$ cat config.mk
export PLATFORM = sky130hd
export DESIGN_NAME = branch_pc_seq
export DESIGN_NICKNAME = d
export VERILOG_FILES = /design/src/rtl/cpu_pkg.sv /design/src/rtl/pc_target_calc.sv /design/src/rtl/branch_pc_seq.sv
export SDC_FILE = /design/constraint.sdc
export NUM_CORES = 1
export LEC_CHECK = 0
export CORE_MARGIN = 2
export CORE_UTILIZATION = 40
export DETAILED_ROUTE_END_ITERATION = 12
export GPL_TIMING_DRIVEN = 0
export PLACE_DENSITY = 0.69
export SYNTH_ARGS = -nofsm -noshare
export SYNTH_HDL_FRONTEND = slang
export SYNTH_HIERARCHICAL = 1
export SYNTH_SLANG_ARGS = --single-unit
$ cat constraint.sdc
create_clock -name clk -period 5.8 [get_ports clk]
set_clock_uncertainty 0.15 [all_clocks]
set_input_delay 1.16 -clock clk [delete_from_list [all_inputs] [get_ports clk]]
set_output_delay 1.16 -clock clk [all_outputs]
set_load 0.01 [all_outputs]
$ cat src/rtl/cpu_pkg.sv
// Shared CPU definitions: branch-type encodings, condition codes, FSM states, default widths.
package cpu_pkg;

  localparam int unsigned PC_WIDTH_DEF     = 32;
  localparam int unsigned OFFSET_WIDTH_DEF = 19;
  localparam int unsigned STAT_WIDTH       = 16;

  localparam logic [1:0] BR_COND = 2'b00;
  localparam logic [1:0] BR_JR   = 2'b01;
  localparam logic [1:0] BR_JAL  = 2'b10;
  localparam logic [1:0] BR_RSVD = 2'b11;

  // Condition codes as carried in the IR C2 field feeding the CON flip-flop
  localparam logic [1:0] CC_ZERO    = 2'b00;
  localparam logic [1:0] CC_NONZERO = 2'b01;
  localparam logic [1:0] CC_POS     = 2'b10;
  localparam logic [1:0] CC_NEG     = 2'b11;

  typedef enum logic [1:0] {
    ST_IDLE     = 2'd0,
    ST_WAIT_CON = 2'd1,
    ST_COMMIT   = 2'd2
  } state_e;

  typedef enum logic [1:0] {
    SEL_HOLD = 2'd0,
    SEL_INC  = 2'd1,
    SEL_BR   = 2'd2,
    SEL_RB   = 2'd3
  } pc_sel_e;

endpackage

$ cat src/rtl/pc_target_calc.sv
// Combinational next-PC mux: hold, increment, PC-relative branch, register target.
module pc_target_calc
  import cpu_pkg::*;
#(
  parameter int unsigned PC_WIDTH     = PC_WIDTH_DEF,
  parameter int unsigned OFFSET_WIDTH = OFFSET_WIDTH_DEF
) (
  input  logic [PC_WIDTH-1:0]     pc,
  input  logic [OFFSET_WIDTH-1:0] offset,
  input  logic [PC_WIDTH-1:0]     rb_value,
  input  logic [1:0]              sel,
  output logic [PC_WIDTH-1:0]     next_pc_c
);

  logic [PC_WIDTH-1:0] offset_ext;

  assign offset_ext = {{(PC_WIDTH - OFFSET_WIDTH){offset[OFFSET_WIDTH-1]}}, offset};

  // All sums wrap modulo 2^PC_WIDTH
  always_comb begin
    next_pc_c = pc;
    case (pc_sel_e'(sel))
      SEL_INC:  next_pc_c = pc + PC_WIDTH'(1);
      SEL_BR:   next_pc_c = pc + offset_ext;
      SEL_RB:   next_pc_c = rb_value;
      default:  next_pc_c = pc;
    endcase
  end

endmodule

$ cat src/rtl/branch_pc_seq.sv
// PC sequencer: increment, conditional branch on CON, jr and jal with link strobe.
// Optional BRANCH_STATS_EN adds saturating taken/not-taken counters for conditional branches.
module branch_pc_seq
  import cpu_pkg::*;
#(
  parameter int unsigned         PC_WIDTH     = PC_WIDTH_DEF,
  parameter int unsigned         OFFSET_WIDTH = OFFSET_WIDTH_DEF,
  parameter logic [PC_WIDTH-1:0] RESET_PC     = '0
) (
  input  logic                    clk,
  input  logic                    clr,
  input  logic                    pc_inc,
  input  logic                    br_req,
  input  logic [1:0]              br_type,
  input  logic [OFFSET_WIDTH-1:0] offset,
  input  logic [PC_WIDTH-1:0]     rb_value,
  input  logic                    con_in,
  input  logic                    con_valid,
`ifdef BRANCH_STATS_EN
  output logic [STAT_WIDTH-1:0]   taken_cnt,
  output logic [STAT_WIDTH-1:0]   not_taken_cnt,
`endif
  output logic [PC_WIDTH-1:0]     pc_out,
  output logic [PC_WIDTH-1:0]     link_out,
  output logic                    link_we,
  output logic                    busy,
  output logic                    done,
  output logic                    taken
);

  state_e                  state_q, state_d;
  logic [1:0]              type_q, type_d;
  logic [OFFSET_WIDTH-1:0] offset_q, offset_d;
  logic [PC_WIDTH-1:0]     rb_q, rb_d;
  logic                    cond_q, cond_d;
  logic [PC_WIDTH-1:0]     pc_d, link_d;
  logic                    link_we_d, busy_d, done_d, taken_d;
  pc_sel_e                 pc_sel;
`ifdef BRANCH_STATS_EN
  logic [STAT_WIDTH-1:0]   taken_cnt_d, not_taken_cnt_d;
`endif

  // Operands are captured at request time so COMMIT does not depend on live inputs
  pc_target_calc #(
    .PC_WIDTH     (PC_WIDTH),
    .OFFSET_WIDTH (OFFSET_WIDTH)
  ) u_calc (
    .pc        (pc_out),
    .offset    (offset_q),
    .rb_value  (rb_q),
    .sel       (2'(pc_sel)),
    .next_pc_c (pc_d)
  );

  always_ff @(posedge clk or posedge clr) begin
    if (clr) begin
      state_q  <= ST_IDLE;
      type_q   <= BR_COND;
      offset_q <= '0;
      rb_q     <= '0;
      cond_q   <= 1'b0;
      pc_out   <= RESET_PC;
      link_out <= '0;
      link_we  <= 1'b0;
      busy     <= 1'b0;
      done     <= 1'b0;
      taken    <= 1'b0;
`ifdef BRANCH_STATS_EN
      taken_cnt     <= '0;
      not_taken_cnt <= '0;
`endif
    end else begin
      state_q  <= state_d;
      type_q   <= type_d;
      offset_q <= offset_d;
      rb_q     <= rb_d;
      cond_q   <= cond_d;
      pc_out   <= pc_d;
      link_out <= link_d;
      link_we  <= link_we_d;
      busy     <= busy_d;
      done     <= done_d;
      taken    <= taken_d;
`ifdef BRANCH_STATS_EN
      taken_cnt     <= taken_cnt_d;
      not_taken_cnt <= not_taken_cnt_d;
`endif
    end
  end

  always_comb begin
    state_d   = state_q;
    type_d    = type_q;
    offset_d  = offset_q;
    rb_d      = rb_q;
    cond_d    = cond_q;
    pc_sel    = SEL_HOLD;
    link_d    = link_out;
    link_we_d = 1'b0;
    done_d    = 1'b0;
    taken_d   = taken;
`ifdef BRANCH_STATS_EN
    taken_cnt_d     = taken_cnt;
    not_taken_cnt_d = not_taken_cnt;
`endif

    case (state_q)
      ST_IDLE: begin
        if (br_req) begin
          type_d   = br_type;
          offset_d = offset;
          rb_d     = rb_value;
          case (br_type)
            BR_COND:       state_d = ST_WAIT_CON;
            BR_JR, BR_JAL: state_d = ST_COMMIT;
            default: begin
              // Reserved type completes as a no-op
              done_d  = 1'b1;
              taken_d = 1'b0;
            end
          endcase
        end else if (pc_inc) begin
          pc_sel = SEL_INC;
        end
      end

      ST_WAIT_CON: begin
        if (con_valid) begin
          cond_d  = con_in;
          state_d = ST_COMMIT;
        end
      end

      ST_COMMIT: begin
        state_d = ST_IDLE;
        done_d  = 1'b1;
        case (type_q)
          BR_COND: begin
            taken_d = cond_q;
            pc_sel  = cond_q ? SEL_BR : SEL_HOLD;
`ifdef BRANCH_STATS_EN
            if (cond_q) begin
              if (taken_cnt != '1) taken_cnt_d = taken_cnt + STAT_WIDTH'(1);
            end else begin
              if (not_taken_cnt != '1) not_taken_cnt_d = not_taken_cnt + STAT_WIDTH'(1);
            end
`endif
          end
          BR_JR: begin
            taken_d = 1'b1;
            pc_sel  = SEL_RB;
          end
          BR_JAL: begin
            taken_d   = 1'b1;
            pc_sel    = SEL_RB;
            link_d    = pc_out;
            link_we_d = 1'b1;
          end
          default: pc_sel = SEL_HOLD;
        endcase
      end

      default: state_d = ST_IDLE;
    endcase

    busy_d = (state_d != ST_IDLE);
  end

endmodule

==> impl_metrics.env, run 1 <==
export IMPL_drtIter0Drc=507
export IMPL_dpl_hpwl_um=13400
export IMPL_period_share_pct=93.39
export IMPL_synthesis_nets=712
export IMPL_area_growth_pct=32.29
export IMPL_synth_area_per_cell_um2=10.82
export IMPL_synth_adder_area_share_pct=5.635
export IMPL_portBuffers=126
export IMPL_synth_top_family_by_area="multiplexers"
export IMPL_min_from="offset_q[5]"
export IMPL_antenna_diode_count=0
export IMPL_ant_nets=0
export IMPL_synth_area_mux_share_pct=16.14
export IMPL_worstPathRequired_ns=5.94
export IMPL_end_kind="flop"
export IMPL_overflow=0
export IMPL_grt_max_degree=76
export IMPL_p_total_mw=3.625
export IMPL_syn_inst=624
export IMPL_initial_core_util_pct=40.85
export IMPL_grt_pass1_wl_um=29810
export IMPL_grt_use_total_pct=21.54
export IMPL_synth_seq_area_share_pct=45.97
export IMPL_ys_warn_count=6
export IMPL_synthFlopType="dfrtp_1"
export IMPL_hold_viol=0
export IMPL_clock_path_buffers=2
export IMPL_die_h_um=133.9
export IMPL_antenna_found_initial=0
export IMPL_synth_compound_area_share_pct=12.99
export IMPL_synth_xor_area_share_pct=2.854
export IMPL_grt_pass1_vias=5568
export IMPL_clock_latency_ns=0.43
export IMPL_synth_edff_count=0
export IMPL_cts_tree="done"
export IMPL_hold_class="reg -> reg"
export IMPL_finalSetupViolCount=0
export IMPL_place_ws_ns=-0.1840
export IMPL_clock_sinks=124
export IMPL_die_x_um=133.9
export IMPL_worstMarginPinSlew_ns=0.7265
export IMPL_fmax_ghz=0.1846
export IMPL_cap_violations=0
export IMPL_cts_buffers=17
export IMPL_power_density_mw_per_mm2=406.0
export IMPL_firstDrtPassIters=5
export IMPL_final_nets=858
export IMPL_gp_congestion=0.9026
export IMPL_coreArea_mm2=0.01652
export IMPL_fin_ws_ns=0.3831
export IMPL_r2r_start="type_q[1]"
export IMPL_start_kind="primary input"
export IMPL_viasPerCell=5.403
export IMPL_drive_above_1_share_pct=18.01
export IMPL_avgRoutedWirePerCell_um=18.54
export IMPL_fin_cells=1003
export IMPL_htreeDepth=4
export IMPL_cellLeakagePower_nw=3.928
export IMPL_synth_cell_types=61
export IMPL_root_buffer="clkbuf_16"
export IMPL_synth_area_mm2=0.006750
export IMPL_slew_headroom_pct=51.57
export IMPL_dieArea_mm2=0.01793
export IMPL_peakVddDrop_mv=0.2187
export IMPL_placedCellCount=971
export IMPL_min_period_ns=5.417
export IMPL_rows=47
export IMPL_ys_ff_latch=124
export IMPL_fillers=1425
export IMPL_cp_max_fo=10
export IMPL_path_class="in -> reg"
export IMPL_slew_viol_final=0
export IMPL_crit_start="br_req"
export IMPL_clk_pin_slew_ns=0.05
export IMPL_async_reset_ff_share_pct=100.0
export IMPL_vias=5419
export IMPL_synth_simple_area_share_pct=12.07
export IMPL_arrival_ns=5.56
export IMPL_grt_setup_unrepaired="no"
export IMPL_status="complete, no violations"
export IMPL_totalWireLength_um=18590
export IMPL_pin_count=127
export IMPL_post_route_drc_count=0
final timing paths:
path | to | slack, ns | cells after the start
max in group asynchronous | pc_out[6] | 3.77 | 3
setup reg to reg | pc_out[24] | 0.63 | 16
min in group asynchronous | link_out[30] | 0.99 | 2
hold reg to reg | offset_q[5] | 0.35 | 1
hold / removal | offset_q[5] | 0.35 | 1
setup / recovery | pc_out[24] | 0.38 | 18
metal layers:
layer | track usage, % | up-vias | wire (µm)
met1 | 29.09 | 2653 | 8382
met3 | 4.119 | 23 | 1043
met5 | 0 | - | 0
li1 | - | 2544 | -
met4 | 7.033 | 0 | 257
met2 | 35.01 | 199 | 8910
flip-flops by register name, indices dropped and copies added, names as in the netlist:
name      cells
offset_q     19
cond_q        1
taken         1
busy          1
rb_q         32
state_q       2
pc_out       32
type_q        2
done          1
link_out     32
link_we       1
cells by family after synthesis:
| logic type | count (synthesis) |
|---|---|
| compound gates | 132 |
| buf+inv | 63 |
| simple gates | 155 |
| xor+xnor | 22 |
| mux | 98 |
| flops | 124 |
| fa+ha+maj | 30 |
final cells by class:
| class | count | area (µm²) | area share [%] |
|---|---|---|---|
| plain buffers | 37 | 195.2 | 2.186 |
| clock buffers | 19 | 432.9 | 4.848 |
| clock inverters | 13 | 173.9 | 1.948 |
| inverters | 26 | 102.6 | 1.149 |
| multi-input cells | 437 | 3358 | 37.61 |
| flip-flops and latches | 124 | 3103 | 34.75 |
| well taps | 220 | 275.3 | 3.083 |
| repair buffers | 127 | 1289 | 14.43 |
power by group:
part	switching (mW)	internal [mW]
sequential	0.195	1.10
combinational	0.590	0.637
clock	0.391	0.713
layout by cell type, fill, tap and decap left out, drive strengths merged, types with 12 or more instances in the layout:
master / netlist / layout
clkdlybuf4s50: 0 / 126
dfrtp: 124 / 124
mux2: 87 / 87
clkbuf: 24 / 43
nand2: 37 / 37
a21oi: 37 / 37
o21ai: 29 / 29
ha: 28 / 28
inv: 26 / 26
nand3: 22 / 22
nor2: 21 / 21
a22oi: 21 / 21
and2: 21 / 21
xnor2: 16 / 16
buf: 13 / 14
or3: 12 / 12
per-stage QoR:
stage	util, %	setup TNS, ns	area [µm²]	hold slack [ns]
after floorplan	-	0	6750	0.3157
after global placement	50.15	-69.57	8287	0.3365
after detailed placement	50.34	-0.4508	8319	0.3377
after CTS	54.02	0	8926	0.3521
after global routing	54.04	0	8930	0.3540
final	54.04	0	8930	0.3464
synth_stat cells (all sizes together), types with 21 or more instances:
cell / instances / area share, %
a21oi: 37 / 2.8
a22oi: 21 / 2.3
and2: 21 / 1.9
clkbuf: 24 / 1.4
dfrtp: 124 / 46
ha: 28 / 5.2
inv: 26 / 1.4
mux2: 87 / 15
nand2: 37 / 2.1
nand3: 22 / 1.7
nor2: 21 / 1.2
o21ai: 29 / 2.2
critical path: stages:
cell and delay, ns:
clkdlybuf4s50_1 0.52, nor2_1 0.05, a22oi_1 0.15, nor2_1 0.11, inv_1 0.11, ha_1 0.42, clkbuf_1 0.46, nand2_1 0.18
fa_1 0.47, nand2b_1 0.19, a21oi_1 0.24, o21ai_0 0.17, nand4_1 0.22, a211oi_1 0.16, o21ai_2 0.34, mux2i_1 0.31
mux2i_1 0.20, o21ai_0 0.08
timing repair:
item | in CTS | in global routing
setup buffers | 0 | 0
gates resized for setup | 0 | 1
hold buffers | 0 | 0
endpoints found under the setup margin | 0 | 3
Note: power is estimated with default switching activity, not from simulation.
==> inputs of run 2 (changes only) <==
--- a/config.mk
+++ b/config.mk
@@ -7,6 +7,7 @@
 export LEC_CHECK = 0
 export CORE_MARGIN = 2
 export CORE_UTILIZATION = 40
+export CTS_CLUSTER_DIAMETER = 60
 export DETAILED_ROUTE_END_ITERATION = 12
 export GPL_TIMING_DRIVEN = 0
 export PLACE_DENSITY = 0.69
==> results of run 2 <==
Same layout as run 1: the final DEF is identical, and so are final timing and power.
==> inputs of run 3 (changes only) <==
--- a/config.mk
+++ b/config.mk
@@ -9,8 +9,10 @@
 export CORE_UTILIZATION = 40
 export CTS_CLUSTER_DIAMETER = 60
 export DETAILED_ROUTE_END_ITERATION = 12
+export GPL_ROUTABILITY_DRIVEN = 0
 export GPL_TIMING_DRIVEN = 0
 export PLACE_DENSITY = 0.69
+export SKIP_LAST_GASP = 1
 export SYNTH_ARGS = -nofsm -noshare
 export SYNTH_HDL_FRONTEND = slang
 export SYNTH_HIERARCHICAL = 1
==> impl_metrics.env, run 3 (synthesized netlist as in run 1, its figures left out) <==
export IMPL_path_cells="clkdlybuf4s50_1 -> nor2_1 -> a22oi_1 -> nor2_1 -> inv_1 -> ha_1 -> clkbuf_2 -> nand2_1 -> fa_1 -> nand2b_1 -> a21oi_1 -> o21ai_0 -> nand4_1 -> a211oi_1 -> o21ai_1 -> mux2i_1 -> mux2i_1 -> o21ai_0"
export IMPL_hold_class="reg -> reg"
export IMPL_pin_count=127
export IMPL_antenna_diode_count=0
export IMPL_period_share_pct=92.72
export IMPL_clock_latency_ns=0.42
export IMPL_fin_util_pct=54.18
export IMPL_ctsHoldBuffers=0
export IMPL_drive_above_1_share_pct=18.14
export IMPL_power_internal_mw=2.471
export IMPL_drtIter0Drc=464
export IMPL_cap_violations=0
export IMPL_antenna_found_initial=0
export IMPL_grt_use_total_pct=20.46
export IMPL_cts_buffers=17
export IMPL_grt_pass1_wl_um=28780
export IMPL_cellLeakagePower_nw=3.929
export IMPL_htreeDepth=4
export IMPL_comb_power_share_pct=33.5
export IMPL_grt_setup_unrepaired="no"
export IMPL_post_route_drc_count=0
export IMPL_status="complete, no violations"
export IMPL_start_kind="primary input"
export IMPL_final_nets=858
export IMPL_cts_tree="done"
export IMPL_final_common_cell="clkdlybuf4s50_1"
export IMPL_min_period_ns=5.378
export IMPL_seq_power_share_pct=35.5
export IMPL_clk_pin_slew_ns=0.06
export IMPL_firstDrtPassIters=5
export IMPL_p_switching_mw=1.185
export IMPL_totalWireLength_um=17950
export IMPL_path_class="in -> reg"
export IMPL_rows=47
export IMPL_dieArea_mm2=0.01793
export IMPL_clkPwrFrac_pct=31.0
export IMPL_clock_path_buffers=2
export IMPL_end_kind="flop"
export IMPL_coreArea_mm2=0.01652
export IMPL_worstMarginPinSlew_ns=0.6705
export IMPL_viasPerCell=5.446
export IMPL_slew_viol_final=0
export IMPL_use_met3_pct=4.308
export IMPL_post_dp_cell_area_mm2=0.008319
export IMPL_grt_pass1_vias=5568
export IMPL_post_cts_buffers=0
export IMPL_die_x_um=133.9
export IMPL_top_regs="link_out (32), pc_out (32), rb_q (32)"
export IMPL_area_growth_pct=32.64
export IMPL_overflow=0
export IMPL_die_h_um=133.9
export IMPL_fillers=1426
export IMPL_vias=5462
export IMPL_hold_viol=0
export IMPL_slew_headroom_pct=55.30
export IMPL_clock_sinks=124
export IMPL_avgRoutedWirePerCell_um=17.90
export IMPL_finalSetupViolCount=0
export IMPL_slowest_stage="clkdlybuf4s50_1"
export IMPL_dpl_hpwl_um=12860
export IMPL_arrival_ns=5.51
export IMPL_worstPathRequired_ns=5.93
export IMPL_cp_max_fo=10
export IMPL_fin_area_mm2=0.008954
export IMPL_grt_busiest_layer="met2"
export IMPL_power_density_mw_per_mm2=408.3
export IMPL_root_buffer="clkbuf_16"
export IMPL_fmax_ghz=0.1860
export IMPL_cts_resized=0
export IMPL_peakVddDrop_mv=0.2440
export IMPL_layout_common_cells="clkdlybuf4s50_1 (126), dfrtp_1 (124), mux2_2 (86)"
export IMPL_portBuffers=126
export IMPL_initial_core_util_pct=40.85
export IMPL_use_met1_pct=26.92
export IMPL_ant_nets=0
export IMPL_max_stage_delay_ns=0.52
export IMPL_grt_util_met2_pct=33.68
export IMPL_swShare_pct=32.40
export IMPL_grt_max_degree=67
## run 3: changes by cell type in the layout (fill, tap and decap cells not counted), sizes merged
cell / change
clkinv: -4
clkinvlp: +2
inv: +2
## run 3: critical path: cells and delay by family
family | cells | cell delay, ns
AOI/OAI and AO/OA | 6 | 1.28
adders and majority gates | 2 | 0.89
buffers and inverters | 3 | 0.95
muxes | 2 | 0.52
and+or+nand+nor | 5 | 0.70
## run 3: worst paths after layout
path | start | endpoint | slack (ns) | cells past startpoint
max | br_req | pc_out[24] | 0.42 | 18
max reg2reg | type_q[1] | pc_out[24] | 0.69 | 16
min in group asynchronous | clr | state_q[1] | 1.03 | 2
min reg2reg | offset_q[15] | offset_q[15] | 0.35 | 1
min | offset_q[15] | offset_q[15] | 0.35 | 1
max in group asynchronous | clr | link_out[13] | 3.75 | 3
## run 3: area by class of cell
type                            instances  area (µm²)  area share, %
Multi-Input combinational cell        437        3354          37.47
Sequential cell                       124        3103          34.66
Timing Repair Buffer                  127        1289          14.39
Clock buffer                           19       442.9          4.947
Tap cell                              220       275.3          3.074
Buffer                                 37       196.4          2.194
Clock inverter                         13       190.2          2.124
Inverter                               26       102.6          1.146
## run 3: power groups by stage
stage | clock [mW] | sequential [mW] | combinational (mW)
after detailed placement | 0 | 1.31 | 1.21
after global placement | 0 | 1.30 | 1.18
after global routing | 1.20 | 1.33 | 1.32
after CTS | 1.16 | 1.30 | 1.22
final | 1.13 | 1.30 | 1.22
after floorplan | 0 | 1.32 | 0.626
## run 3: through the flow
stage               power [mW]  setup TNS, ns  hold WS [ns]  setup slack (ns)  cells
finish                   3.656              0        0.3502            0.4224   1003
global route             3.854              0        0.3667            0.1473   1003
CTS                      3.674              0        0.3553            0.3296   1003
detailed placement       2.524        -0.1760        0.3381           -0.1102    971
global placement         2.477         -68.61        0.3358           -0.5639    970
floorplan                1.947              0        0.3157             1.191    624
## run 3: per-layer routing
metal	part of all wire, %	vias to the layer above
met5	0	-
met4	1.6	0
met2	49	209
li1	-	2534
met1	44	2697
met3	5.6	22
